[config.mk]
export PLATFORM = sky130hd
export DESIGN_NAME = rfl_recover_seq
export DESIGN_NICKNAME = d
export VERILOG_FILES = /design/src/rtl/rename_pkg.sv /design/src/rtl/rfl_dup_chk.sv /design/src/rtl/rfl_recover_seq.sv
export SDC_FILE = /design/constraint.sdc
export NUM_CORES = 1
export LEC_CHECK = 0
export BUFFER_PORTS_ARGS = -buffer_cell sky130_fd_sc_hd__buf_2
export CAP_MARGIN = 30
export CORE_AREA = 2 2 98 100
export CTS_BUF_LIST = sky130_fd_sc_hd__clkbuf_4
export DETAILED_ROUTE_END_ITERATION = 16
export DIE_AREA = 0 0 100 102
export GPL_TIMING_DRIVEN = 0
export PLACE_DENSITY = 0.84
export SLEW_MARGIN = 20
export SYNTH_ARGS = -nofsm -noshare
export SYNTH_HDL_FRONTEND = slang
export SYNTH_SLANG_ARGS = --single-unit
[constraint.sdc]
create_clock -name clock -period 5.5 [get_ports clock]
set_input_delay 0.275 -clock clock [delete_from_list [all_inputs] [get_ports clock]]
set_output_delay 0.275 -clock clock [all_outputs]
set_load 0.02 [all_outputs]
[src/rtl/rename_pkg.sv]
// Shared constants, FSM state type and free-list index helper for the
// rename-stage free-list recovery sequencer.
package rename_pkg;

  localparam int NUM_FL = 48;
  localparam int PREG_W = 7;
  localparam int IDX_W  = 6;
  localparam int LANES  = 8;
  localparam int BEAT_W = 3;

  typedef enum logic [1:0] {
    ST_IDLE,
    ST_SNAP,
    ST_COPY,
    ST_LOAD
  } rec_state_e;

  // Base is below NUM_FL and inc is below NUM_FL, so one conditional subtract wraps.
  function automatic logic [IDX_W-1:0] fl_wrap_add(input logic [IDX_W-1:0] base,
                                                    input logic [IDX_W:0]   inc);
    logic [IDX_W:0] sum;
    sum = {1'b0, base} + inc;
    if (sum >= (IDX_W+1)'(NUM_FL)) sum = sum - (IDX_W+1)'(NUM_FL);
    return sum[IDX_W-1:0];
  endfunction

endpackage

[src/rtl/rfl_dup_chk.sv]
// Duplicate-tag checker: flags any copied tag seen earlier in the run or
// repeated within the same beat. Error is sticky until reset.
module rfl_dup_chk
  import rename_pkg::*;
(
  input  logic                    clock,
  input  logic                    reset,
  input  logic                    clr_i,
  input  logic [LANES-1:0]        act_i,
  input  logic [LANES*PREG_W-1:0] tag_i,
  output logic                    err_o
);

  logic [2**PREG_W-1:0] seen_q, seen_d;
  logic                 err_q, err_d;

  // Lanes are folded in order, so a lower lane's tag is already marked when a
  // higher lane of the same beat is tested.
  always_comb begin
    logic [PREG_W-1:0] tag;
    tag    = '0;
    seen_d = clr_i ? '0 : seen_q;
    err_d  = err_q;
    for (int k = 0; k < LANES; k++) begin
      tag = tag_i[k*PREG_W +: PREG_W];
      if (act_i[k]) begin
        if (seen_d[tag]) err_d = 1'b1;
        seen_d[tag] = 1'b1;
      end
    end
  end

  always_ff @(posedge clock or posedge reset) begin
    if (reset) begin
      seen_q <= '0;
      err_q  <= 1'b0;
    end else begin
      seen_q <= seen_d;
      err_q  <= err_d;
    end
  end

  assign err_o = err_q;

endmodule

[src/rtl/rfl_recover_seq.sv]
// Rebuilds the speculative free list from the architectural one after a
// mispredict, LANES entries per beat. Define RFL_REC_CHECK_EN for the duplicate-tag checker.
module rfl_recover_seq
  import rename_pkg::*;
(
  input  logic                    clock,
  input  logic                    reset,
  input  logic                    recover_req_i,
  input  logic [IDX_W-1:0]        arch_fl_head_i,
  input  logic [IDX_W-1:0]        arch_fl_cnt_i,
  output logic [LANES*IDX_W-1:0]  arch_rd_idx_o,
  input  logic [LANES*PREG_W-1:0] arch_rd_data_i,
  output logic [LANES-1:0]        spec_wr_we_o,
  output logic [LANES*IDX_W-1:0]  spec_wr_idx_o,
  output logic [LANES*PREG_W-1:0] spec_wr_data_o,
  output logic                    spec_ptr_load_o,
  output logic [IDX_W-1:0]        spec_head_o,
  output logic [IDX_W-1:0]        spec_tail_o,
  output logic [IDX_W-1:0]        spec_cnt_o,
  output logic                    rename_stall_o,
  output logic                    retire_hold_o,
  output logic                    rec_done_o,
  output logic                    rec_err_o
);

  rec_state_e        state_q, state_d;
  logic [IDX_W-1:0]  head_q, head_d;
  logic [IDX_W-1:0]  cnt_q, cnt_d;
  logic [BEAT_W-1:0] beat_q, beat_d;
  logic [IDX_W-1:0]  cnt_clamped;
  logic [IDX_W:0]    beat_base;
  logic              last_beat;
  logic              load_fire;
  logic [LANES-1:0]  lane_act;

  assign cnt_clamped = (arch_fl_cnt_i > IDX_W'(NUM_FL)) ? IDX_W'(NUM_FL) : arch_fl_cnt_i;
  assign beat_base   = (IDX_W+1)'(beat_q) << $clog2(LANES);
  assign last_beat   = (beat_base + (IDX_W+1)'(LANES)) >= {1'b0, cnt_q};

  always_comb begin
    state_d = state_q;
    head_d  = head_q;
    cnt_d   = cnt_q;
    beat_d  = beat_q;
    unique case (state_q)
      ST_IDLE: if (recover_req_i) state_d = ST_SNAP;
      ST_SNAP: begin
        head_d  = arch_fl_head_i;
        cnt_d   = cnt_clamped;
        beat_d  = '0;
        state_d = (cnt_clamped != '0) ? ST_COPY : ST_LOAD;
      end
      ST_COPY: begin
        beat_d = beat_q + 1'b1;
        if (last_beat) state_d = ST_LOAD;
      end
      ST_LOAD: state_d = ST_IDLE;
      default: state_d = ST_IDLE;
    endcase
    // A new mispredict overrides whatever run is in flight.
    if (recover_req_i && (state_q != ST_IDLE)) state_d = ST_SNAP;
  end

  always_ff @(posedge clock or posedge reset) begin
    if (reset) begin
      state_q <= ST_IDLE;
      head_q  <= '0;
      cnt_q   <= '0;
      beat_q  <= '0;
    end else begin
      state_q <= state_d;
      head_q  <= head_d;
      cnt_q   <= cnt_d;
      beat_q  <= beat_d;
    end
  end

  always_comb begin
    logic [IDX_W:0] pos;
    pos            = '0;
    lane_act       = '0;
    arch_rd_idx_o  = '0;
    spec_wr_idx_o  = '0;
    spec_wr_data_o = '0;
    for (int k = 0; k < LANES; k++) begin
      pos         = beat_base + (IDX_W+1)'(k);
      lane_act[k] = (state_q == ST_COPY) && (pos < {1'b0, cnt_q});
      if (lane_act[k]) begin
        arch_rd_idx_o[k*IDX_W +: IDX_W]    = fl_wrap_add(head_q, pos);
        spec_wr_idx_o[k*IDX_W +: IDX_W]    = pos[IDX_W-1:0];
        spec_wr_data_o[k*PREG_W +: PREG_W] = arch_rd_data_i[k*PREG_W +: PREG_W];
      end
    end
  end

  assign spec_wr_we_o = lane_act;

  // A request arriving in LOAD aborts the run, so the pointer load is withheld.
  assign load_fire       = (state_q == ST_LOAD) && !recover_req_i;
  assign spec_ptr_load_o = load_fire;
  assign rec_done_o      = load_fire;
  assign spec_head_o     = '0;
  assign spec_tail_o     = (load_fire && (cnt_q != IDX_W'(NUM_FL))) ? cnt_q : '0;
  assign spec_cnt_o      = load_fire ? cnt_q : '0;
  assign rename_stall_o  = (state_q != ST_IDLE);
  assign retire_hold_o   = (state_q != ST_IDLE);

`ifdef RFL_REC_CHECK_EN
  rfl_dup_chk u_dup_chk (
    .clock (clock),
    .reset (reset),
    .clr_i (state_q == ST_SNAP),
    .act_i (lane_act),
    .tag_i (arch_rd_data_i),
    .err_o (rec_err_o)
  );
`else
  assign rec_err_o = 1'b0;
`endif

endmodule

# Yosys cells after proc, flatten, opt, wreduce, memory -nomap -nowiden
# Index checks and enable logic that the tools add are counted.
# totals
regBits	17
input_bits	71
output_inout_bits	183
wordCells	111
# classes
n_addsub	25
magnitude_cmp	18
n_eq_ne	6
muxes	41
n_reduce_logical	17
# op_table
cell	count
two-way mux 6 bit	27
>= comparator 7 x 6 -> 1 bit, second input constant	8
two-way mux 7 bit	8
adder 6 x 7 -> 7 bit	7
less-than comparator 7 x 6 -> 1 bit	7
subtractor 6 bit, second input constant	8
adder 6 x 3 -> 7 bit, second input constant	4
adder 6 x 2 -> 7 bit, second input constant	2
logical AND 1 bit	11
one-hot mux 2 bit (4 select lines)	1
adder 6 x 1 -> 7 bit, second input constant	1
adder 6 x 4 -> 7 bit, second input constant	1
adder 6 x 6 -> 7 bit	1
>= comparator 7 x 6 -> 1 bit	1
> comparator 6 bit, second input constant	1
less-than comparator 6 bit	1
two-way mux 2 bit	3
inequality test 3 bit, second input constant	2
inequality test 6 bit, second input constant	1
one-hot mux 3 bit (2 select lines)	1
nonzero test 6 bit	1
equality test 2 bit, second input constant	2
nonzero test 2 bit	2
adder 3 x 1 -> 3 bit, second input constant	1
other kinds (5)	5

# Logic depth before layout (Yosys ltp)
# logic_depth
depth_word	6
ltp_mapped	14
mapped_depth_nobuf	12

# Least setup slack after synthesis
# Ideal clock, no wire load.
# synth_path
path_kind	register to output
start	reg head_q[1]
end	out arch_rd_idx_o[23]
t_arrival_ns	3.056
required_ns	5.225
setup_slack_ns	2.169
path_stages_with_launch	15
n_path_buf	2
cell_sequence	dfrtp_1 > clkbuf_1 > inv_1 > ha_1 > clkbuf_1 > inv_1 > a21oi_1 > xor2_1 > inv_1 > ha_1 > nand4b_1 > nor3_1 > nor3_1 > a31oi_1 > a311oi_1
# synth_between
elab_chain_len	4
word_cells_on_any_way	5
cone_classes	add/sub: 2; order compare: 1; mux: 2
# synth_lines
element	line_no	rtl
from (decl)	rfl_recover_seq.sv:27	logic [IDX_W-1:0] head_q, head_d;
from (signal assigned)	rfl_recover_seq.sv:67	head_q <= '0;
from (signal assigned)	rfl_recover_seq.sv:72	head_q <= head_d;
adder 6 x 7 -> 7 bit *	rename_pkg.sv:22	sum = {1'b0, base} + inc;
subtractor 6 bit or >= comparator 7 x 6 -> 1 bit (tied branches)	rename_pkg.sv:23	if (sum >= (IDX_W+1)'(NUM_FL)) sum = sum - (IDX_W+1)'(NUM_FL);
two-way mux 6 bit *	rename_pkg.sv:23	
two-way mux 6 bit *	rfl_recover_seq.sv:88	if (lane_act[k]) begin
to (decl)	rfl_recover_seq.sv:11	output logic [LANES*IDX_W-1:0] arch_rd_idx_o,
# Mark *: on every way between the ends. The rest lies on a longest branch, timed or not.

# Final worst setup path
# Ends and elaborated chain as after synthesis.

==> reports/results.txt <==
The run finished with clean final reports. Timing analysis after detailed placement gives a worst setup slack of 1780 ps. The total area inside the core boundary comes to 9110 sq um. The total CTS buffers was 3; the final clock period utilization by the worst path was 75.3%. The run gives 0 as the initial antenna violation count.

Quantity of gates resized following cts: 0. For this block, the routed nets add up to 12400 microns of wire. In the routed layout, each cell is associated on average with a via count of 4.82. The startpoint-to-endpoint class of the critical path was reg -> out.

The run gives 0 as the final number of hold-violating endpoints. On the critical path, the stage with the largest delay is an instance of sky130_fd_sc_hd__dfrtp_1. The post-route netlist has 42.1% of its cells at a drive strength greater than 1. Clock-pin slew was measured on the worst setup and hold paths at 100 ps. The mean instance size in the synthesized netlist works out to 7.27 sq um. CTS saw 17 sinks.

For this design the ratio of total power to cell area is 547 nW/um^2. Once the clock tree was built, the setup fixing pass inserted 0 buffers. The worst register-to-register path ends at state_q[1]. 254 I/O pins were placed.

Counting tap cells, the placed design contains a total of 827 instances. The share of async-settable or async-resettable flops after synthesis was 100%. By area the synthesized netlist is led by sky130_fd_sc_hd__and2_1 (14%), sky130_fd_sc_hd__ha_1 (13%), sky130_fd_sc_hd__dfrtp_1 (13%).

The height of the chip came out at 102 microns. For the number of max-slew violations in the final report, the log shows 0. The maximum clock frequency was 241 MHz; the via count of the first global-routing pass was 3447. Counting stages on the worst path, the most repeated cell is sky130_fd_sc_hd__inv_1. The HPWL after detailed placement is 10300 microns. Across the run, the number of max-cap violations was 0. In this run the cell area of the synthesized design comes to 3370 sq um.

In the final design database the tool counted 829 nets. The delay of the slowest cell on the worst path is 460 ps, and the share of power burned in registers is 9.6%. After layout, the minimum clock period comes to 4140 ps. The area of the die is 10200 sq um, and the net switching share of the total power is 60.2%. The first TritonRoute pass finished after 5 iterations.

The sum of negative setup slack was 0 ps; the max-slew headroom at the worst pin was 51.0%. Clock tree synthesis selected as its root buffer the cell sky130_fd_sc_hd__clkbuf_4. For the first-pass GRT wire length, the log shows 18000 microns. Most frequent standard cell in the layout excluding fill and tap cells: sky130_fd_sc_hd__buf_2. Entering global routing, the biggest net connects 18 pins. Traced cell by cell, the critical path runs through clkbuf_1, inv_1, ha_1, clkbuf_1, inv_1, a21oi_1, xor2_1, inv_1, ha_1, nand4b_1, nor3_1, nor3_1, a31oi_1, a311oi_1, buf_2. Of the total power, the clock network draws 2.9%. The final antenna diode count is 0, and the post-synthesis cell count is 464. For this run, the number of Yosys warnings is 0.

Data on the critical path is required at its endpoint by 5220 ps. The horizontal die dimension works out to 100 microns. The logs give 0 for the final global-route overflow total and 22.0% for the overall routing resource usage.

Quantity of hold-fixing buffers added after cts: 0. The number of cells on the worst reg-to-reg path is 7. TritonCTS built the clock tree. In this run the core area contains 35 standard-cell rows. The origin of the critical flop-to-flop path was beat_q[0]. Setup repair after global routing left no endpoint under its margin. Once layout is complete, the utilization of the core stands at 52.5%. Routability-driven placement finished with a final weighted congestion of 0.936. The number of buffers inserted by port buffering is 234. The tools report the total number of vias as 4009. Of the synthesized area, sequential elements account for 12.6%. The register bit total from synthesis was 17. Once routing completed, OpenROAD measured the worst setup slack at 1360 ps.

The peak ir drop on the vdd network was 0.212 mV. For this run, design rule violations remaining after detail routing come to 0. Post-route total power: 2620 uW.

For the data arrival time of the critical path, the log shows 3870 ps. Across all register-to-register paths, the minimum setup slack is 3500 ps. Internal power comes to 1040 uW. After filler insertion, the fill cell instance count of the layout stands at 952.

Among all flip-flop cells after synthesis, the most frequent one is sky130_fd_sc_hd__dfrtp_1. Worst-margin pin slew: 731 ps. The combinational fraction of design power came out at 87.5%. Class of the worst hold path: in -> async. The number of different library cells used by synthesis comes to 63. Of the post-synthesis cell area, the dominant cell type holds 14.3%.

Counting flops with a built-in enable in the synthesized netlist gives 0. The synthesized design spends more area on one cell type than any other, namely sky130_fd_sc_hd__and2_1. For this run, the number of standard cells in the final layout without fillers is 831.

In this run, the number of DRC markers left after iteration 0 of detailed routing was 179. Once detail routing completed, the nets flagged for antenna violations numbered 0. Setup violations remaining at the end of the flow were counted as 0. The starting utilization of the core area was 37.0%.

The number of buffers between clock root and the deepest sink was 2; the per-cell routed wire length was 14.9 microns. STA classifies the critical path endpoint as an output pin. The maximum level of the CTS H-tree came out at 1. For this design the total switching power over the nets is 1570 uW. In the layout the commonest cells are sky130_fd_sc_hd__buf_2 (242), sky130_fd_sc_hd__and2_1 (77), sky130_fd_sc_hd__nor2_1 (41), sky130_fd_sc_hd__ha_1 (35).

Along the worst path, the maximum fanout reaches 9. Clock insertion delay at the later pin of the skew report: 300 ps. For the final database, setup skew stands at 5.77 ps. The post-synthesis to final-layout area growth is 41.7%, and the leakage power total is 0.00295 uW. STA classifies the critical path startpoint as a flop.
==> sequential cells by signal, summed over array words and instances, names as in the netlist <==
register,count
beat_q,3
cnt_q,6
head_q,6
state_q,2
==> logic make-up after synthesis <==
family / Yosys count / synth area share, %
buffers and inverters: 90 / 14.6
muxes: 5 / 1.56
and+or+nand+nor: 213 / 35.5
other: 1 / 0.111
adders and majority gates: 37 / 14.2
AOI/OAI and AO/OA: 78 / 15.5
xor gates and xnor gates: 23 / 5.97
DFF: 17 / 12.6
==> per-layer routing <==
layer	GRT usage [%]	part of all wire, %
met1	28.1	40
met2	39.5	49
met3	3.42	9.3
met4	4.64	1.2
met5	0	0
==> metrics by stage <==
stage	hold WS (ps)	instance area (sq um)
5_1_grt	112	4780
4_1_cts	73.3	4780
3_5_place_dp	396	4750
3_3_place_gp	394	4750
2_1_floorplan	201	3440
6_report	51.7	4780
==> layout make-up <==
type                       count  area, sq um  area share [%]
clock buffer                   4         30.0           0.628
tap                          111          139            2.90
inverter                      38          148            3.09
timing repair buffer         234         1170            24.5
buffer                        52          344            7.20
multi-input combinational    375         2520            52.8
sequential                    17          425            8.90
==> power groups by stage <==
stage / clock [uW] / combinational [uW] / sequential [uW]
2_1_floorplan: 0 / 1660 / 230
3_3_place_gp: 0 / 2230 / 253
3_5_place_dp: 0 / 2270 / 254
4_1_cts: 73.7 / 2280 / 251
5_1_grt: 80.9 / 2510 / 262
6_report: 74.9 / 2290 / 252
==> Yosys cell counts (all sizes together), types with 4 or more instances <==
master	instances
and2	78
buf	43
nor2	42
inv	36
ha	35
nand2	26
o21ai	25
a21oi	19
dfrtp	17
nand3	13
xnor2	12
xor2	11
clkbuf	9
nor3	9
and3	7
a21boi	6
nor2b	5
nor3b	5
o21a	5
nand2b	4
or3	4
==> worst max-delay path by stage <==
stage | from | endpoint
2_1_floorplan | head_q[1] | arch_rd_idx_o[23]
3_3_place_gp | head_q[1] | arch_rd_idx_o[23]
3_5_place_dp | head_q[1] | arch_rd_idx_o[23]
4_1_cts | head_q[1] | arch_rd_idx_o[23]
5_1_grt | head_q[1] | arch_rd_idx_o[23]
6_report | head_q[1] | arch_rd_idx_o[23]
==> critical path: cells and delay by family (launching register included) <==
| family | cells | cell delay, ps |
|---|---|---|
| fa+ha+maj | 2 | 430 |
| buf+inv | 6 | 1270 |
| simple gates | 3 | 550 |
| xor+xnor | 1 | 230 |
| compound gates | 3 | 630 |
| flops | 1 | 460 |
Power figures use the tool's default switching activity.
